### src/rtl/whackamole_pkg.sv
// Shared definitions for the whack-a-mole game engine: FSM states and LFSR constants.
package whackamole_pkg;

   typedef enum logic [2:0] {
      ST_IDLE,
      ST_PICK,
      ST_SHOW,
      ST_DELAY,
      ST_OVER
   } state_t;

   localparam logic [15:0] LFSR_MASK    = 16'hB400;
   localparam logic [15:0] DEFAULT_SEED = 16'hACE1;

endpackage

### src/rtl/whackamole_engine_lfsr.sv
// Free-running Galois LFSR; never reaches zero from a non-zero seed.
module game_lfsr
   import whackamole_pkg::*;
#(
   parameter int unsigned        WIDTH = 16,
   parameter logic [WIDTH-1:0]   SEED  = WIDTH'(DEFAULT_SEED),
   parameter logic [WIDTH-1:0]   MASK  = WIDTH'(LFSR_MASK),
   parameter int unsigned        OUT_W = WIDTH
) (
   input  logic             clk,
   input  logic             rst,
   output logic [OUT_W-1:0] value
);

   logic [WIDTH-1:0] state;

   always_ff @(posedge clk) begin
      if (rst) begin
         state <= SEED;
      end else begin
         state <= (state >> 1) ^ (state[0] ? MASK : '0);
      end
   end

   // Only the low bits are consumed downstream.
   assign value = state[OUT_W-1:0];

endmodule

### src/rtl/whackamole_engine.sv
// Whack-a-mole game engine: target generation, response window, scoring, lives and game-over.
module whackamole_engine
   import whackamole_pkg::*;
#(
   parameter int unsigned N_TARGETS         = 16,
   parameter int unsigned TGT_W             = 4,
   parameter int unsigned INIT_INTERVAL_CYC = 300_000,
   parameter int unsigned DESC_CYC          = 100_000,
   parameter int unsigned MIN_INTERVAL_CYC  = 50_000,
   parameter int unsigned NEXT_DELAY_CYC    = 5_000,
   parameter int unsigned LIVES             = 3,
   parameter int unsigned PTS_W             = 32,
   parameter logic [15:0] SEED              = DEFAULT_SEED
) (
   input  logic                         clk,
   input  logic                         rst,
   input  logic                         start,
   input  logic                         user_valid,
   input  logic [TGT_W-1:0]             user_number,
   output logic [TGT_W-1:0]             target_number,
   output logic                         target_valid,
   output logic [PTS_W-1:0]             pts_counter,
   output logic [$clog2(LIVES+1)-1:0]   lives_left,
   output logic [7:0]                   level,
   output logic                         hit,
   output logic                         miss,
   output logic                         game_over
);

   localparam int unsigned      LW         = $clog2(LIVES + 1);
   localparam logic [31:0]      INIT_I     = 32'(INIT_INTERVAL_CYC);
   localparam logic [31:0]      DESC_I     = 32'(DESC_CYC);
   localparam logic [31:0]      MIN_I      = 32'(MIN_INTERVAL_CYC);
   localparam logic [31:0]      DELAY_I    = 32'(NEXT_DELAY_CYC);
   localparam logic [LW-1:0]    LIVES_INIT = LW'(LIVES);
   localparam logic [TGT_W:0]   N_LIM      = (TGT_W + 1)'(N_TARGETS);

   state_t             state, state_n;
   logic [31:0]        timer, timer_n;
   logic [31:0]        interval, interval_n;
   logic               have_prev, have_prev_n;
   logic [TGT_W-1:0]   target_n;
   logic [PTS_W-1:0]   pts_n;
   logic [LW-1:0]      lives_n;
   logic [7:0]         level_n;
   logic               hit_n, miss_n;

   logic [TGT_W-1:0]   cand;
   logic               cand_ok;
   logic               correct;
   logic               expire;

   game_lfsr #(
      .WIDTH (16),
      .SEED  (SEED),
      .MASK  (LFSR_MASK),
      .OUT_W (TGT_W)
   ) u_lfsr (
      .clk   (clk),
      .rst   (rst),
      .value (cand)
   );

   assign cand_ok = ({1'b0, cand} < N_LIM) && !(have_prev && (cand == target_number));
   assign correct = user_valid && (user_number == target_number);
   assign expire  = (timer == 32'd1);

   always_comb begin
      state_n     = state;
      timer_n     = timer;
      interval_n  = interval;
      have_prev_n = have_prev;
      target_n    = target_number;
      pts_n       = pts_counter;
      lives_n     = lives_left;
      level_n     = level;
      hit_n       = 1'b0;
      miss_n      = 1'b0;

      case (state)
         ST_IDLE, ST_OVER: begin
            if (start) begin
               pts_n      = '0;
               level_n    = '0;
               lives_n    = LIVES_INIT;
               interval_n = INIT_I;
               state_n    = ST_PICK;
            end
         end
         ST_PICK: begin
            if (cand_ok) begin
               target_n    = cand;
               have_prev_n = 1'b1;
               timer_n     = interval;
               state_n     = ST_SHOW;
            end
         end
         ST_SHOW: begin
            // A correct guess wins over a timeout in the same cycle.
            if (correct) begin
               hit_n      = 1'b1;
               pts_n      = pts_counter + PTS_W'(1);
               level_n    = (level == 8'hFF) ? level : level + 8'd1;
               interval_n = ((interval - MIN_I) > DESC_I) ? interval - DESC_I : MIN_I;
               timer_n    = DELAY_I;
               state_n    = ST_DELAY;
            end else if (user_valid || expire) begin
               miss_n  = 1'b1;
               lives_n = lives_left - LW'(1);
               if (lives_left == LW'(1)) begin
                  state_n = ST_OVER;
               end else if (expire) begin
                  timer_n = DELAY_I;
                  state_n = ST_DELAY;
               end else begin
                  timer_n = timer - 32'd1;
               end
            end else begin
               timer_n = timer - 32'd1;
            end
         end
         ST_DELAY: begin
            if (expire) begin
               state_n = ST_PICK;
            end else begin
               timer_n = timer - 32'd1;
            end
         end
         default: state_n = ST_IDLE;
      endcase
   end

   always_ff @(posedge clk) begin
      if (rst) begin
         state         <= ST_IDLE;
         timer         <= '0;
         interval      <= INIT_I;
         have_prev     <= 1'b0;
         target_number <= '0;
         pts_counter   <= '0;
         lives_left    <= LIVES_INIT;
         level         <= '0;
         hit           <= 1'b0;
         miss          <= 1'b0;
      end else begin
         state         <= state_n;
         timer         <= timer_n;
         interval      <= interval_n;
         have_prev     <= have_prev_n;
         target_number <= target_n;
         pts_counter   <= pts_n;
         lives_left    <= lives_n;
         level         <= level_n;
         hit           <= hit_n;
         miss          <= miss_n;
      end
   end

   assign target_valid = (state == ST_SHOW);
   assign game_over    = (state == ST_OVER);

endmodule
### config.mk
export PLATFORM = sky130hd
export DESIGN_NAME = whackamole_engine
export DESIGN_NICKNAME = d
export VERILOG_FILES = /design/src/rtl/whackamole_pkg.sv /design/src/rtl/whackamole_engine_lfsr.sv /design/src/rtl/whackamole_engine.sv
export SDC_FILE = /design/constraint.sdc
export NUM_CORES = 1
export LEC_CHECK = 0
export CORE_MARGIN = 5
export CORE_UTILIZATION = 55
export CTS_BUF_LIST = sky130_fd_sc_hd__clkbuf_4
export CTS_CLUSTER_DIAMETER = 50
export CTS_CLUSTER_SIZE = 28
export DETAILED_ROUTE_END_ITERATION = 8
export PLACE_DENSITY_LB_ADDON = 0.05
export SLEW_MARGIN = 30
export SYNTH_ARGS = -nofsm -noshare
export SYNTH_HDL_FRONTEND = slang
export SYNTH_SLANG_ARGS = --single-unit
### constraint.sdc
create_clock -name clk -period 6.5 [get_ports clk]
set_input_delay 1.3 -clock clk [delete_from_list [all_inputs] [get_ports clk]]
set_output_delay 1.3 -clock clk [all_outputs]
set_load 0.05 [all_outputs]
# [Word-level counts from Yosys, hierarchy flattened]
# Index checks and enable logic that the tools add are counted.
# W data, S select, Z words.
[totals] reg_bits=132 input_bits=8
[classes] n_addsub=6 magnitude_cmp=1 eq_ne=20 mux=33 bitwise=3 n_reduce_logical=15
[op_table] operator="$mux W32" count=11
[op_table] operator="$pmux W32 S2" count=2
[op_table] operator="$pmux W32 S3" count=1
[op_table] operator="$add A32 B1 Y32 const B" count=1
[op_table] operator="$eq A32 B1 Y1 const B" count=1
[op_table] operator="$gt A32 B17 Y1 const B" count=1
[op_table] operator="$sub A32 B1 Y32 const B" count=1
[op_table] operator="$sub A32 B16 Y32 const B" count=1
[op_table] operator="$sub A32 B17 Y32 const B" count=1
[op_table] operator="$mux W8" count=3
[op_table] operator="$mux W3" count=7
[op_table] operator="$mux W16" count=1
[op_table] operator="$pmux W8 S2" count=1
[op_table] operator="$xor A15 B16 Y16" count=1
[op_table] operator="$ne A2 B2 Y1 const B" count=6
[op_table] operator="$pmux W3 S4" count=1
[op_table] operator="$reduce_and A4 Y1" count=3
[op_table] operator="$add A8 B1 Y8 const B" count=1
[op_table] operator="$eq A4 B4 Y1" count=2
[op_table] operator="$eq A8 B8 Y1 const B" count=1
[op_table] operator="$eq A3 B2 Y1 const B" count=2
[op_table] operator="$mux W2" count=3
[op_table] operator="$reduce_and A5 Y1" count=1
[op_table] operator="$ne A2 B1 Y1 const B" count=2
[op_table] operator="other kinds (19)" count=23

# [Depth between registers and ports, before layout]
# Gate-level depths: netlist (run 1).
[logic_depth] ltp_word=6 depth_mapped=12 depth_no_buf=10

# [Modules after synthesis]
# Synthesis (run 1) repeated with hierarchy kept, for this count alone.
[unflattened] cells_unflattened=870 hier_area_um2=7065.5
[modules_own_cells] module="whackamole_engine" instances=1 cells_per_inst=830 area_each_um2=6572.6
[modules_own_cells] module="game_lfsr" instances=1 cells_per_inst=40 area_each_um2=493.0

# [Least setup slack after synthesis (run 1)]
# Ideal clock, no wire load.
[synth_path] kind="input port to flip-flop" startpoint="in user_number[3]" endpoint="reg pts_counter[26]" arrival_time_ns=3.204 path_slack_ns=3.225 path_stages=8 path_buffers=1 path_cell_list="xnor2_1 > nand3_1 > o31ai_2 > and3_1 > buf_2 > nand4_1 > or3_1 > a21oi_1"
[synth_via] elab_chain_len=4
[synth_rtl] item="from (decl)" line_no="whackamole_engine.sv:19" source="input logic [TGT_W-1:0] user_number,"
[synth_rtl] item="$eq A4 B4 Y1" line_no="whackamole_engine.sv:65" source="assign correct = user_valid && (user_number == target_number);"
[synth_rtl] item="$logic_and A1 B1 Y1" line_no="whackamole_engine.sv:65"
[synth_rtl] item="$ne A2 B1 Y1 (no source line)"
[synth_rtl] item="$reduce_and A3 Y1 (no source line)"
[synth_rtl] item="to (signal assigned)" line_no="whackamole_engine.sv:151" source="pts_counter <= pts_n;"
[synth_rtl] item="to (decl)" line_no="whackamole_engine.sv:22" source="output logic [PTS_W-1:0] pts_counter,"
# Every way passes these cells.
# A chain may end at the register's enable or synchronous reset.

# [Final worst setup path (run 1)]
[layout_path] startpoint="reg state[1]" endpoint="out target_valid"
[layout_via] elab_chain_len=1
[layout_rtl] item="from (decl)" line_no="whackamole_engine.sv:38" source="state_t state, state_n;"
[layout_rtl] item="from (signal assigned)" line_no="whackamole_engine.sv:146" source="state <= state_n;"
[layout_rtl] item="$eq A3 B2 Y1" line_no="whackamole_engine.sv:159" source="assign target_valid = (state == ST_SHOW);"
[layout_rtl] item="to (decl)" line_no="whackamole_engine.sv:21" source="output logic target_valid,"
# Every way passes these cells.

==> results of run 1 <==
cell type report:
cell class / instances / area share
multi-input combinational: 652 / 0.504
sequential: 128 / 0.332
timing repair buffer: 65 / 0.0811
tap: 168 / 0.0272
clock inverter: 14 / 0.0233
clock buffer: 18 / 0.0175
inverter: 30 / 0.0146
flip-flops by register name, indices dropped and copies added, names as in the netlist:
signal	flops
interval	28
u_lfsr.state	16
lives_left	2
state	3
miss	1
have_prev	1
level	8
pts_counter	32
hit	1
target_number	4
timer	32
per-stage QoR:
stage / hold slack [ns] / util / cell area (sq um) / std cells
2_1_floorplan: 0.389 / - / 6770 / 856
3_3_place_gp: 0.399 / 0.613 / 7390 / 1043
3_5_place_dp: 0.396 / 0.613 / 7400 / 1043
4_1_cts: 0.430 / 0.639 / 7710 / 1075
5_1_grt: 0.454 / 0.640 / 7720 / 1075
6_report: 0.431 / 0.640 / 7720 / 1075
metal layers:
layer | track usage | vias up | routed length (um)
li1 | - | 3159 | -
met1 | 0.325 | 3065 | 8100
met2 | 0.415 | 237 | 8680
met3 | 0.0550 | 41 | 1060
met4 | 0.0899 | 0 | 430
met5 | 0 | - | 0
logic make-up after synthesis:
| logic type | after synthesis |
|---|---|
| and+or+nand+nor | 361 |
| muxes | 5 |
| AOI/OAI and AO/OA | 221 |
| adders and majority gates | 10 |
| DFF | 128 |
| buffers and inverters | 76 |
| xor gates and xnor gates | 55 |
where the power goes:
part	switching, uW	internal, uW	total, uW	leakage (uW)
Combinational	807	430	1240	0.00153
Clock	326	277	604	0.000160
Sequential	140	877	1020	0.00104
Total	1270	1580	2860	0.00273
worst max-delay path by stage:
stage	end	startpoint	cells after the start	slack, ns
detailed placement	pts_counter[21]	user_number[0]	9	2.26
global placement	pts_counter[29]	user_number[3]	9	2.41
finish	target_valid	state[1]	6	1.94
global route	target_valid	state[1]	6	1.76
CTS	target_valid	state[1]	6	1.95
floorplan	pts_counter[26]	user_number[3]	8	3.23
cell usage after synthesis, types with 10 or more instances:
master    count  share of area
nor2b_1      13          0.012
xor2_1       26          0.034
nand3_1      28          0.021
inv_1        29          0.016
clkbuf_1     29          0.016
o21ai_0      57          0.042
or4_1        10          0.011
a21oi_1      57          0.042
or3_1        22          0.020
nand4_1      17          0.016
nand2_1      85          0.047
o211ai_1     12          0.013
xnor2_1      29          0.038
nor3_1       23          0.017
o22ai_1      10         0.0092
ha_1         10          0.018
nor4_1       19          0.018
dfxtp_1     128           0.38
nor2_1      109          0.060
worst max-delay path, stage by stage (launching register included):
cell,delay [ns]
dfxtp_1,0.33
buf_4,0.30
nor2b_1,0.17
buf_4,0.23
nand2_1,0.46
inv_1,0.36
clkdlybuf4s50_1,0.86
==> summary.md, run 1 <==
| Metric | Value |
|---|---|
| EDFF count, synth | 0 |
| Die width | about 120 um |
| DRT iter0 DRCs | approximately 620 |
| CTS Buffer Depth | 2 |
| Post-route ant nets | 0 |
| Register area share after synthesis | 0.379 |
| Clk Latency, worst-skew pair | 0.56 ns |
| Rel. slew slack | 0.482 |
| Fmax | 219 MHz |
| TritonCTS Buffers | 17 |
| HP Class | reg2reg |
| Die height | roughly 120 um |
| Layout cells sized above 1 | 0.0728 |
| Via count | around 6,500 |
| Hold path depth | 1 |
| Post-synthesis xor/xnor area fraction | 0.0712 |
| # setup viols final | 0 |
| CTS tree | yes |
| Ys flop type | dfxtp_1 |
| Core Region | ~12,000 sq um |
| Max-slew violations | 0 |
| Root buffer cell | clkbuf_4 |
| Fraction of registers with async set/reset | 0 |
| Die footprint | around 15,000 sq um |
| Largest family of logic cells by synthesized area | simple AND/OR/NAND/NOR gates |
| Power Dens Cells | between 300 and 400 nW/um^2 |
| First-pass GRT wire length | ~30 mm |
| Mean Syn Cell Area | 7.91 sq um |
| Routed WL | 18.3 mm |
| Worst path required time | roughly 5.2 ns |
| Leakage | 0.00273 uW |
| Largest net degree at the start of global routing | 54 |
| Overflow after GRT | 0 |
| RSZ-0062 raised after global routing | false |
| Place WS | between 2 and 2.5 ns |
| Fin Clk Skew | ~0.022 ns |
| ANT cells | 0 |
| GRT Util Overall | 0.252 |
| GP Congestion | 0.905 |
| Syn nets | 874 |
| Area occupied by multi-input gates | approximately 3900 sq um |
| Worst-Margin Slew | 0.775 ns |
| Status | finished, final reports clean |
| Final worst slack | 1.94 ns |
| I/O Pins | between 50 and 60 |
| Clock transition at path regs | about 0.12 ns |
| Post-cts hold buffer count | 0 |
| Complex-gate fraction of the synthesized area | 0.214 |
| Crit Path Class | reg2out |
| Cells after Synth | between 800 and 900 |
| Postcts setup bufs | 0 |
| Commonest non-fill, non-tap cell in the layout | dfxtp_1 |
| Yosys Warn Count | 0 |
| Multiplexer share of the synthesized area | 0.00740 |
| Max VDD drop | roughly 0.22 mV |
| Antenna violations before repair | 0 |
| Post-layout min period | 4.56 ns |
| Hold Vio Cnt, Final | 0 |
| Post-CTS sizing | 0 |
| Seq. cell area | ~2600 sq um |
| H-tree depth | 4 |
| PortBufs | between 50 and 60 |
| Setup slack, reg-to-reg | about 2.6 ns |
| Mapped Area | approximately 6800 sq um |
| Area grow syn2layout | 14.1% |
| # fillers | around 1,100 |
| Starting density of the core | 0.561 |
| Overall Power | between 2000 and 3000 uW |
| Simple-gate share of the synthesized area | 0.262 |
| Drt drc | 0 |
| Drt via density | 6.05 |
| Worst Path Max Fanout | 28 |
| Max cap viols | 0 |
| Post-DR wirelength/cell | 17.0 um |
| Worst Setup End Kind | output port |
| Worst r2r dst | interval[29] |
| Fin Setup TNS | 0 ns |
| Sink Count | about 130 |
| Crit path launch type | register |
| Drt pass-1 iters | 5 |
| Worst Path Arrival | 3.26 ns |
| Rows | 40 |
| Post-Synth Adder-Cell Area | 0.0185 |
| HPWL Detailed | roughly 13 mm |
| Critical R2R Launch | interval[5] |
| Hold path startpoint | u_lfsr.state[8] |
| Hold Path End | u_lfsr.state[7] |
| Final nets | between 900 and 1,000 |
| Number of global-route vias before repair | just under 6,000 |
| Synth unique cells | 74 |
| Synth Register Bits | approximately 130 |
| Worst Reg-to-Reg Cells | 10 |
| Final Cycle Share | 0.701 |
| Commonest cells after routing, fill and taps aside | dfxtp_1, nor2_1, nand2_1 |
(Power assumes the default switching activity.)
==> run 2: changes to the inputs <==
==> constraint.sdc (replaced) <==
create_clock -name clk -period 4.7 [get_ports clk]
set_input_delay 0.94 -clock clk [delete_from_list [all_inputs] [get_ports clk]]
set_output_delay 0.94 -clock clk [all_outputs]
set_load 0.05 [all_outputs]
==> summary.md, run 2 (synthesis gave the netlist of run 1 again) <==
| Metric | Value |
|---|---|
| Status | finished, final reports clean |
| Commonest cells after routing, fill and taps aside | dfxtp_1, nor2_1, nand2_1 |
| Drt pass-1 iters | 6 |
| Starting density of the core | 0.561 |
| HPWL Detailed | between 10 and 15 mm |
| TritonCTS Buffers | 17 |
| Worst Setup End Kind | register |
| Drt drc | 0 |
| Worst-Margin Slew | approximately 0.86 ns |
| HP Class | reg2reg |
| Number of global-route vias before repair | roughly 6,000 |
| Biggest registers after layout | pts_counter (32), timer (32), interval (28) |
| Fin Setup TNS | 0 ns |
| Crit path launch type | register |
| Leakage | about 0.0028 uW |
| # setup viols final | 0 |
| Setup slack, reg-to-reg | 0.97 ns |
| GRT Util Overall | 0.257 |
| Rows | 40 |
| Post-layout min period | 3.73 ns |
| GP Congestion | ~0.9 |
| Postcts setup bufs | 0 |
| Fin Clk Skew | 0.0204 ns |
| RSZ-0062 raised after global routing | false |
| Critical R2R Launch | interval[5] |
| H-tree depth | 4 |
| Via count | ~6,600 |
| Largest net degree at the start of global routing | 53 |
| ANT cells | 0 |
| Hold Vio Cnt, Final | 0 |
| Final Cycle Share | 0.793 |
| Die footprint | around 15,000 sq um |
| Root buffer cell | clkbuf_4 |
| Hold Path End | u_lfsr.state[6] |
| Hold path startpoint | u_lfsr.state[7] |
| Final nets | 915 |
| Layout cells sized above 1 | 0.0736 |
| Design area | roughly 7700 sq um |
| PortBufs | 57 |
| Fmax | 268 MHz |
| Commonest non-fill, non-tap cell in the layout | dfxtp_1 |
| Max VDD drop | 0.338 mV |
| Worst path required time | about 5.1 ns |
| Die width | 121 um |
| Worst r2r dst | interval[24] |
| Post-cts hold buffer count | 0 |
| Sink Count | 128 |
| Clk Latency, worst-skew pair | roughly 0.55 ns |
| Clock transition at path regs | ~0.13 ns |
| Worst Path Arrival | 4.13 ns |
| Overflow after GRT | 0 |
| Crit Path Class | reg2reg |
| Placed cell count | ~1,000 |
| CTS Buffer Depth | 2 |
| Area grow syn2layout | 14.3% |
| Max cap viols | 0 |
| Worst Reg-to-Reg Cells | 10 |
| DRT iter0 DRCs | 755 |
| I/O Pins | 58 |
| Worst Path Max Fanout | 15 |
| Routed WL | about 18 mm |
| Power Dens Cells | roughly 520 nW/um^2 |
| Drt via density | about 6.1 |
| Core Region | 12,100 sq um |
| Die height | between 100 and 150 um |
| Post-CTS sizing | 0 |
| Max-slew violations | 0 |
| Post-route ant nets | 0 |
| CTS tree | yes |
| Placed Area | roughly 7400 sq um |
| Hold path depth | 1 |
| Final Instance Count excl. Fillers | 1,078 |
| Antenna violations before repair | 0 |
| Post-DR wirelength/cell | ~17 um |
| First-pass GRT wire length | 30.7 mm |
| Rel. slew slack | 0.428 |
## run 2: changes by cell type in the layout (fill, tap and decap cells not counted), sizes merged
cell	before	now
clkinvlp	3	1
clkinv	4	10
inv	34	29
bufinv	3	4
buf	9	12
## run 2: routing by layer
layer  track usage  vias to the layer above  wire [um]
met5             0                        -          0
met4         0.119                        0        482
met3        0.0494                       43       1080
met2         0.402                      227       8440
met1         0.341                     3105       8280
li1              -                     3175          -
## run 2: through the flow
step | hold slack [ns] | worst slack (ns) | util | power (uW)
5_1_grt | 0.456 | 0.694 | 0.641 | 4290
3_5_place_dp | 0.394 | 0.868 | 0.614 | 3130
4_1_cts | 0.427 | 0.986 | 0.641 | 3990
3_3_place_gp | 0.396 | 0.827 | 0.614 | 3100
6_report | 0.422 | 0.972 | 0.641 | 4010
2_1_floorplan | 0.389 | 1.79 | - | 2730
## run 2: worst max path at each step
| stage | start | to | cells past startpoint |
|---|---|---|---|
| after global routing | interval[5] | interval[24] | 10 |
| after floorplan | user_number[3] | pts_counter[26] | 8 |
| final | interval[5] | interval[24] | 10 |
| after detailed placement | user_number[3] | pts_counter[29] | 9 |
| after global placement | user_number[3] | timer[5] | 9 |
| after CTS | interval[5] | interval[24] | 10 |
## run 2: worst max-delay path: stages, from the launching register on
cell	delay, ns
dfxtp_1	0.47
inv_1	0.15
ha_1	0.26
a211oi_1	0.42
nor2_1	0.22
mux2i_1	0.18
o32ai_1	0.17
a32oi_1	0.15
or4_1	0.81
a21oi_2	0.64
nor2_1	0.12
## run 2: final cells by class
cell class                      count  area (sq um)
Clock buffer                       18           135
Clock inverter                     14           191
Fill cell                        1085          4320
Inverter                           30           113
Multi-Input combinational cell    652          3880
Sequential cell                   128          2560
Tap cell                          168           210
Timing Repair Buffer               68           648
## run 2: report_power, final
group / leakage [uW] / total [uW] / internal, uW / switching (uW)
logic: 0.00154 / 1740 / 615 / 1130
clock network: 0.000176 / 858 / 428 / 430
registers: 0.00104 / 1410 / 1210 / 194
